File: src/rtl/regfile_param.sv
// -----------------------------------------------------------------------------
// regfile_param
//
// Parametrised register file for the decode/writeback stages, with a hardware
// clear sequencer that zeroes the file one register per clock.
//
// Parameters:
//   DATA_WIDTH  bits per register
//   ADDR_WIDTH  register index width
//   NUM_REGS    implemented registers (2 .. 2**ADDR_WIDTH)
//   NUM_READ    number of combinational read ports (1 .. 4)
//   ZERO_REG    1 = register 0 always reads 0 and ignores writes
//
// Ports:
//   clock             rising-edge clock
//   ctrl_reset_n      asynchronous active-low reset (zeroes everything)
//   ctrl_writeEnable  write strobe
//   ctrl_writeReg     write index
//   data_writeReg     write data
//   ctrl_readReg      read indices, port p at [p*ADDR_WIDTH +: ADDR_WIDTH]
//   data_readReg      read data, port p at [p*DATA_WIDTH +: DATA_WIDTH]
//   ctrl_clear        starts a clear sweep when sampled high in IDLE
//   clear_busy        high while the sweep is running
//   write_dropped     one-cycle pulse after a write was discarded by a sweep
//   ctrl_debugSel     debug register select
//   output_register   contents of register ctrl_debugSel (never bypassed)
//
// Build option:
//   REGFILE_BYPASS_EN  when defined, an accepted write is forwarded to any
//                      read port addressing the same register in that cycle.
// -----------------------------------------------------------------------------
module regfile_param #(
    parameter int DATA_WIDTH = 32,
    parameter int ADDR_WIDTH = 5,
    parameter int NUM_REGS   = 32,
    parameter int NUM_READ   = 2,
    parameter int ZERO_REG   = 1
) (
    input  logic                           clock,
    input  logic                           ctrl_reset_n,
    input  logic                           ctrl_writeEnable,
    input  logic [ADDR_WIDTH-1:0]          ctrl_writeReg,
    input  logic [DATA_WIDTH-1:0]          data_writeReg,
    input  logic [NUM_READ*ADDR_WIDTH-1:0] ctrl_readReg,
    output logic [NUM_READ*DATA_WIDTH-1:0] data_readReg,
    input  logic                           ctrl_clear,
    output logic                           clear_busy,
    output logic                           write_dropped,
    input  logic [ADDR_WIDTH-1:0]          ctrl_debugSel,
    output logic [DATA_WIDTH-1:0]          output_register
);

    // Sweep counter is one bit wider than an index so that a full-size file
    // (NUM_REGS = 2**ADDR_WIDTH) can reach its last register without wrapping.
    localparam logic [ADDR_WIDTH:0] REG_LIMIT = (ADDR_WIDTH+1)'(NUM_REGS);
    localparam logic [ADDR_WIDTH:0] LAST_IDX  = (ADDR_WIDTH+1)'(NUM_REGS - 1);
    localparam logic [ADDR_WIDTH:0] FIRST_IDX = (ADDR_WIDTH+1)'((ZERO_REG != 0) ? 1 : 0);

    typedef enum logic {
        IDLE  = 1'b0,
        CLEAR = 1'b1
    } seqState_t;

    seqState_t             seqState;
    logic [ADDR_WIDTH:0]   clearIdx;
    logic [DATA_WIDTH-1:0] regs [NUM_REGS];
    logic                  writeValid;

    // A write to the hardwired zero register or past the implemented file is
    // simply ignored; it is neither stored nor reported as dropped.
    assign writeValid = ctrl_writeEnable
                     && ({1'b0, ctrl_writeReg} < REG_LIMIT)
                     && !((ZERO_REG != 0) && (ctrl_writeReg == '0));

    // Clear sequencer: state, sweep counter and its registered status outputs.
    always_ff @(posedge clock or negedge ctrl_reset_n) begin
        if (!ctrl_reset_n) begin
            seqState      <= IDLE;
            clearIdx      <= '0;
            clear_busy    <= 1'b0;
            write_dropped <= 1'b0;
        end else begin
            write_dropped <= 1'b0;
            case (seqState)
                IDLE: begin
                    if (ctrl_clear) begin
                        seqState   <= CLEAR;
                        clearIdx   <= FIRST_IDX;
                        clear_busy <= 1'b1;
                    end
                end
                CLEAR: begin
                    // ctrl_clear is deliberately ignored here: no restart.
                    write_dropped <= writeValid;
                    clearIdx      <= clearIdx + 1'b1;
                    if (clearIdx == LAST_IDX) begin
                        seqState   <= IDLE;
                        clear_busy <= 1'b0;
                    end
                end
                default: begin
                    seqState   <= IDLE;
                    clear_busy <= 1'b0;
                end
            endcase
        end
    end

    // Storage: the sweep owns the write path while CLEAR; user writes only in
    // IDLE (including the cycle in which a clear is requested).
    always_ff @(posedge clock or negedge ctrl_reset_n) begin
        if (!ctrl_reset_n) begin
            for (int r = 0; r < NUM_REGS; r++) begin
                regs[r] <= '0;
            end
        end else begin
            for (int r = 0; r < NUM_REGS; r++) begin
                if (seqState == CLEAR) begin
                    if (clearIdx == (ADDR_WIDTH+1)'(r)) begin
                        regs[r] <= '0;
                    end
                end else if (writeValid && (ctrl_writeReg == ADDR_WIDTH'(r))) begin
                    regs[r] <= data_writeReg;
                end
            end
        end
    end

    // Combinational read ports and debug view. An index that matches no
    // implemented register (or the zero register) falls through to 0.
    always_comb begin
        data_readReg    = '0;
        output_register = '0;
        for (int p = 0; p < NUM_READ; p++) begin
            for (int r = 0; r < NUM_REGS; r++) begin
                if ((ctrl_readReg[p*ADDR_WIDTH +: ADDR_WIDTH] == ADDR_WIDTH'(r))
                    && !((ZERO_REG != 0) && (r == 0))) begin
                    data_readReg[p*DATA_WIDTH +: DATA_WIDTH] = regs[r];
                end
            end
`ifdef REGFILE_BYPASS_EN
            // Write-through forwarding; writeValid already excludes the zero
            // register and out-of-range indices, and a sweep blocks it.
            if ((seqState == IDLE) && writeValid
                && (ctrl_readReg[p*ADDR_WIDTH +: ADDR_WIDTH] == ctrl_writeReg)) begin
                data_readReg[p*DATA_WIDTH +: DATA_WIDTH] = data_writeReg;
            end
`endif
        end
        for (int r = 0; r < NUM_REGS; r++) begin
            if ((ctrl_debugSel == ADDR_WIDTH'(r)) && !((ZERO_REG != 0) && (r == 0))) begin
                output_register = regs[r];
            end
        end
    end

endmodule

File: config.mk
export PLATFORM = sky130hd
export DESIGN_NAME = regfile_param
export DESIGN_NICKNAME = d
export VERILOG_FILES = /design/src/rtl/regfile_param.sv
export SDC_FILE = /design/constraint.sdc
export NUM_CORES = 2
export LEC_CHECK = 0
export ABC_AREA = 1
export BUFFER_PORTS_ARGS = -buffer_cell sky130_fd_sc_hd__buf_2
export CAP_MARGIN = 20
export CORE_ASPECT_RATIO = 0.5
export CORE_MARGIN = 5
export CORE_UTILIZATION = 40
export DETAILED_ROUTE_END_ITERATION = 8
export PLACE_DENSITY = 0.64
export REMOVE_ABC_BUFFERS = 1
export SETUP_SLACK_MARGIN = 0.5
export SKIP_CTS_REPAIR_TIMING = 1
export SYNTH_ARGS = -nofsm -noshare
export SYNTH_HDL_FRONTEND = slang
export SYNTH_SLANG_ARGS = --single-unit
File: constraint.sdc
create_clock -name clock -period 4.1 [get_ports clock]
set_input_delay 0.82 -clock clock [delete_from_list [all_inputs] [get_ports clock]]
set_output_delay 0.82 -clock clock [all_outputs]
set_load 0.02 [all_outputs]
# After elaboration in Yosys (flattened, before gate mapping)
# Index checks and enable logic that the tools add are counted.
[word_totals]
register_bits = 1001
out_inout_bits = 98
in_bits = 56
elab_cells = 516
[op_classes]
n_reduce_logical = 97
n_eq_ne = 187
bitwise = 1
mux = 195
n_addsub = 1
[ops]
columns = ["operator", "count"]
rows = [
  ["$mux W32", 186],
  ["$eq A5 B5 Y1 const B", 64],
  ["$eq A5 B4 Y1 const B", 32],
  ["$eq A6 B5 Y1 const B", 16],
  ["$eq A5 B3 Y1 const B", 16],
  ["$reduce_and A2 Y1", 32],
  ["$ne A2 B1 Y1 const B", 31],
  ["$reduce_bool A2 Y1", 31],
  ["$eq A6 B4 Y1 const B", 8],
  ["$eq A5 B2 Y1 const B", 8],
  ["$logic_and A1 B1 Y1", 32],
  ["$eq A6 B3 Y1 const B", 4],
  ["$eq A5 B1 Y1 const B", 4],
  ["$eq A6 B2 Y1 const B", 2],
  ["$pmux W6 S2", 1],
  ["$add A6 B1 Y6 const B", 1],
  ["$eq A6 B1 Y1 const B", 1],
  ["$mux W6", 1],
  ["$logic_not A5 Y1", 1],
  ["$mux W1", 5],
  ["$pmux W1 S2", 2],
  ["$ne A2 B2 Y1 const B", 1],
  ["$logic_not A1 Y1", 1],
  ["$not A1 Y1", 1],
]

# Logic depth before layout (Yosys ltp)
[depth]
ltp_word = 32
depth_mapped = 23
ltp_nobuf = 22

# Least setup slack after synthesis
# Ideal clock, no wire load.
[synth_path]
path_type = "input to output"
startpoint = "input port ctrl_readReg[0]"
endpoint = "output port data_readReg[4]"
t_required_ps = 3280
n_path_buf = 2
arrival_ps = 2740
slack_ps = 540
cell_stages = 18
path_cell_list = "buf_2 nor2_1 nand3_2 inv_2 buf_2 nand2_1 nand2_1 nand4_1 nor2_1 nand4_1 nand2_1 nand4_1 nor2_1 nand4_1 nor2_1 nand4_1 nor2_1 nand4_1"
[synth_between]
elab_chain_cells = 32
word_cells_on_any_way = 62
cone_classes = "eq/ne (31); mux (31)"
[synth_rtl]
columns = ["element", "line", "rtl"]
rows = [
  ["from (decl)", "44", "input logic [NUM_READ*ADDR_WIDTH-1:0] ctrl_readReg,"],
  ["$eq A5 B1 Y1", "136", "if ((ctrl_readReg[p*ADDR_WIDTH +: ADDR_WIDTH] == ADDR_WIDTH'(r))"],
  ["$mux W32 (30 in a row)", "136", ""],
  ["$mux W32 (*)", "136", ""],
  ["to (decl)", "45", "output logic [NUM_READ*DATA_WIDTH-1:0] data_readReg,"],
]
# Mark *: on every way between the ends. The rest lies on a longest branch, timed or not.

# Worst setup path after layout
[layout_path]
startpoint = "input port ctrl_readReg[1]"
endpoint = "output port data_readReg[5]"
# The elaborated chain is that of the path after synthesis.

==> metrics.txt <==
worst hold slack=0.1041 ns; starting density of the core=40.15%; Power Density=489.0 nW/µm²; Finished Cell Area=75260 µm²; largest area contributor in the netlist=dfrtp_1; top-area cell type share of the netlist area=41.21%; Compound-Gate Fraction of Synth Area=6.006%; Crit. End Element=output pin; sequential share of the synthesized area=41.21%; Critical-path top delay cell=nand4_1; fmax=0.2014 GHz; Synth Area in XOR/XNOR=0%; flops & latches, synth=1001; Die ar.=160300 µm²; Final period util=121.1%; CTS H-Tree Depth=3; Final Hold Viols=0; most frequent cells in the layout=2740 x nand2_1, 998 x dfrtp_1, 855 x nor2_1; Simple-Gate Fraction of Synth Area=35.20%; NetSw=13910 µW; Synth async-reset ratio=100.0%; Die Ht=285.6 µm; total power=36810 µW; Skew-Pair Late Insertion Delay=0.72 ns; maximum net fanout on the critical path=10; Total Routing Usage GR=29.23%; vias in the first global route=56940; GP Congestion=0.9536; CP peak stage delay=0.20 ns; share of layout cells above drive strength 1=23.69%; Reg power frac=42.7%; clock sink count=1001; Leak=0.03410 µW; CTS tree=done; Crit Path Class=input port to output pin; largest family of logic cells by synthesized area=simple AND/OR/NAND/NOR gates; Final ANT Viol Nets=0; max-cap violations=0; internal power=22900 µW; commonest non-fill, non-tap cell in the layout=nand2_1; min cycle time layout=4.966 ns; WL/cell=22.51 µm; CTS Buf Count=104; Synth-to-Final Area Change=23.82%; HP Class=input port to asynchronous set/reset pin; mux contribution to synthesized area=9.189%; most used cell, CP=nand4_1; Root Buffer=clkbuf_16; Slew headroom=34.15%; gr ovfl total=0; most area-consuming cells after synthesis=dfrtp_1 41%, nand2_1 17%, mux2_2 9.2%, nand4_1 8.3%, nor2_1 7.6%; status=finished with violations; clk slew on worst S/H paths=0.06 ns; ant diodes=0; # fillers=14450; post-DP HPWL=175100 µm; largest net degree at the start of global routing=92; Synth Area in Adders=0.08234%; Pins Over Slew Limit=0; Logic pwr share=28.4%; synth warn=0; fin worst setup slack=-0.8661 ns; dpl cell area=68280 µm²; Main synth FF type=dfrtp_1; core area=151400 µm²; Syn Std Cell Area=60780 µm²; CTS max path bufs=3; Gate Count Post-Synth=8553; IO Pins=154; failing checks=negative setup slack; switching part of the total=37.79%; worst path buffer plus inverter count=7; # setup viols final=96; Setup Skew=0.01439 ns; # rows=101; DRC Markers=0; fin nets=9017; drt first pass iters=6; Port Buffers=153; Critical Path, Cell by Cell=buf_6 -> buf_6 -> nand2_4 -> nor2_2 -> nand2_2 -> inv_4 -> buf_4 -> buf_12 -> nand2_1 -> nand4_1 -> nor2_2 -> nand4_1 -> nor2_2 -> nand4_1 -> nor2_2 -> nand4_1 -> nor2_1 -> nand4_1 -> nor2_1 -> nand4_1 -> nor2_1 -> buf_4 -> nand4_1 -> buf_6; 1st-iter DRT viols=8589; Unique masters post-synth=33; initial antenna violation count=1; largest delay contributor family on the critical path=simple AND/OR/NAND/NOR gates; vias per inst=5.678; Avg Cell Area, Syn=7.107 µm²; CP Data Required Time=3.28 ns; Critical Path Start Type=input port; DRT Wirelength=248800 µm; actual slew at the worst max-slew pin=0.9877 ns; RSZ-0062 raised after global routing=yes; Die X=561.3 µm; Post-synth EDFFs=0; crit path DAT=4.15 ns; via count=62750; clock group share of total power=28.9%; first-pass GRT wire length=363800 µm; peak supply drop=0.3427 mV
-- registers in the layout (all words and copies together), names as in the netlist --
signal	count
clearIdx	6
clear_busy	1
regs	992
seqState	1
write_dropped	1
-- cell families after synthesis --
family | Yosys count
flops | 1001
simple gates | 5059
buf+inv | 1290
compound gates | 703
mux | 496
fa+ha+maj | 4
-- cell usage after synthesis, types with 11 or more instances --
library cell	count
buf_2	117
nor3_1	31
nor2_2	11
a21oi_1	74
clkbuf_1	426
buf_1	16
inv_1	693
a22o_1	19
nand2_1	2795
inv_2	21
mux2_2	496
nand4_1	808
nand3_1	167
nor2_1	1228
dfrtp_1	1001
o21ai_0	589
-- worst reg2reg max path, cell delays in order, from the launching register on --
cell and delay, ns:
dfrtp_1 0.40, ha_1 0.31, nand2_1 0.13, nor2_1 0.16
nand2_1 0.12, nand2_2 0.58, buf_4 0.44, mux2_2 0.38
-- stage by stage --
stage	util [%]	setup TNS, ns	instances	setup WS [ns]
after global routing	49.71	-67.97	11050	-0.9661
after detailed placement	45.10	-64.93	10760	-1.007
final	49.71	-57.60	11050	-0.8661
after floorplan	-	-233.00	7983	-1.972
after CTS	47.58	-66.39	10960	-1.031
after global placement	45.10	-62.38	10760	-0.9391
-- power by group through the flow --
| stage | clock network [µW] | registers (µW) | logic (µW) |
|---|---|---|---|
| 5_1_grt | 11100 | 16100 | 11400 |
| 2_1_floorplan | 0 | 15100 | 5900 |
| 3_5_place_dp | 0 | 15700 | 9600 |
| 6_report | 10600 | 15700 | 10500 |
| 3_3_place_gp | 0 | 15700 | 9380 |
| 4_1_cts | 10700 | 15600 | 9650 |
-- final cells by class --
class / instances / area [µm²] / share of cell area [%]
multi-input cells: 6264 / 32610 / 43.32
inverters: 720 / 2804 / 3.725
flip-flops and latches: 1001 / 25050 / 33.29
repair buffers: 866 / 8534 / 11.34
clock buffers: 148 / 3102 / 4.121
well taps: 2008 / 2512 / 3.338
clock inverters: 46 / 654.4 / 0.8694
-- routing by layer --
| metal | GRT usage, % | part of all wire (%) | vias up |
|---|---|---|---|
| li1 | - | - | 28560 |
| met1 | 43.75 | 43 | 29960 |
| met2 | 42.11 | 41 | 3779 |
| met3 | 6.594 | 12 | 454 |
| met4 | 8.084 | 3.3 | 0 |
| met5 | 0 | 0 | - |
-- worst paths after layout --
| check | startpoint | end | cells past startpoint | slack, ns |
|---|---|---|---|---|
| worst min-delay path | ctrl_reset_n | regs[1] | 1 | 0.10 |
| worst min register to register | clear_busy | clear_busy | 2 | 0.53 |
| max in group asynchronous | ctrl_reset_n | regs[956] | 2 | 2.92 |
| worst max register to register | clearIdx[0] | regs[18] | 7 | 1.46 |
| min in group clock | ctrl_writeEnable | write_dropped | 3 | 0.38 |
| worst max-delay path | ctrl_readReg[1] | data_readReg[5] | 24 | -0.87 |
(Power assumes the default switching activity.)
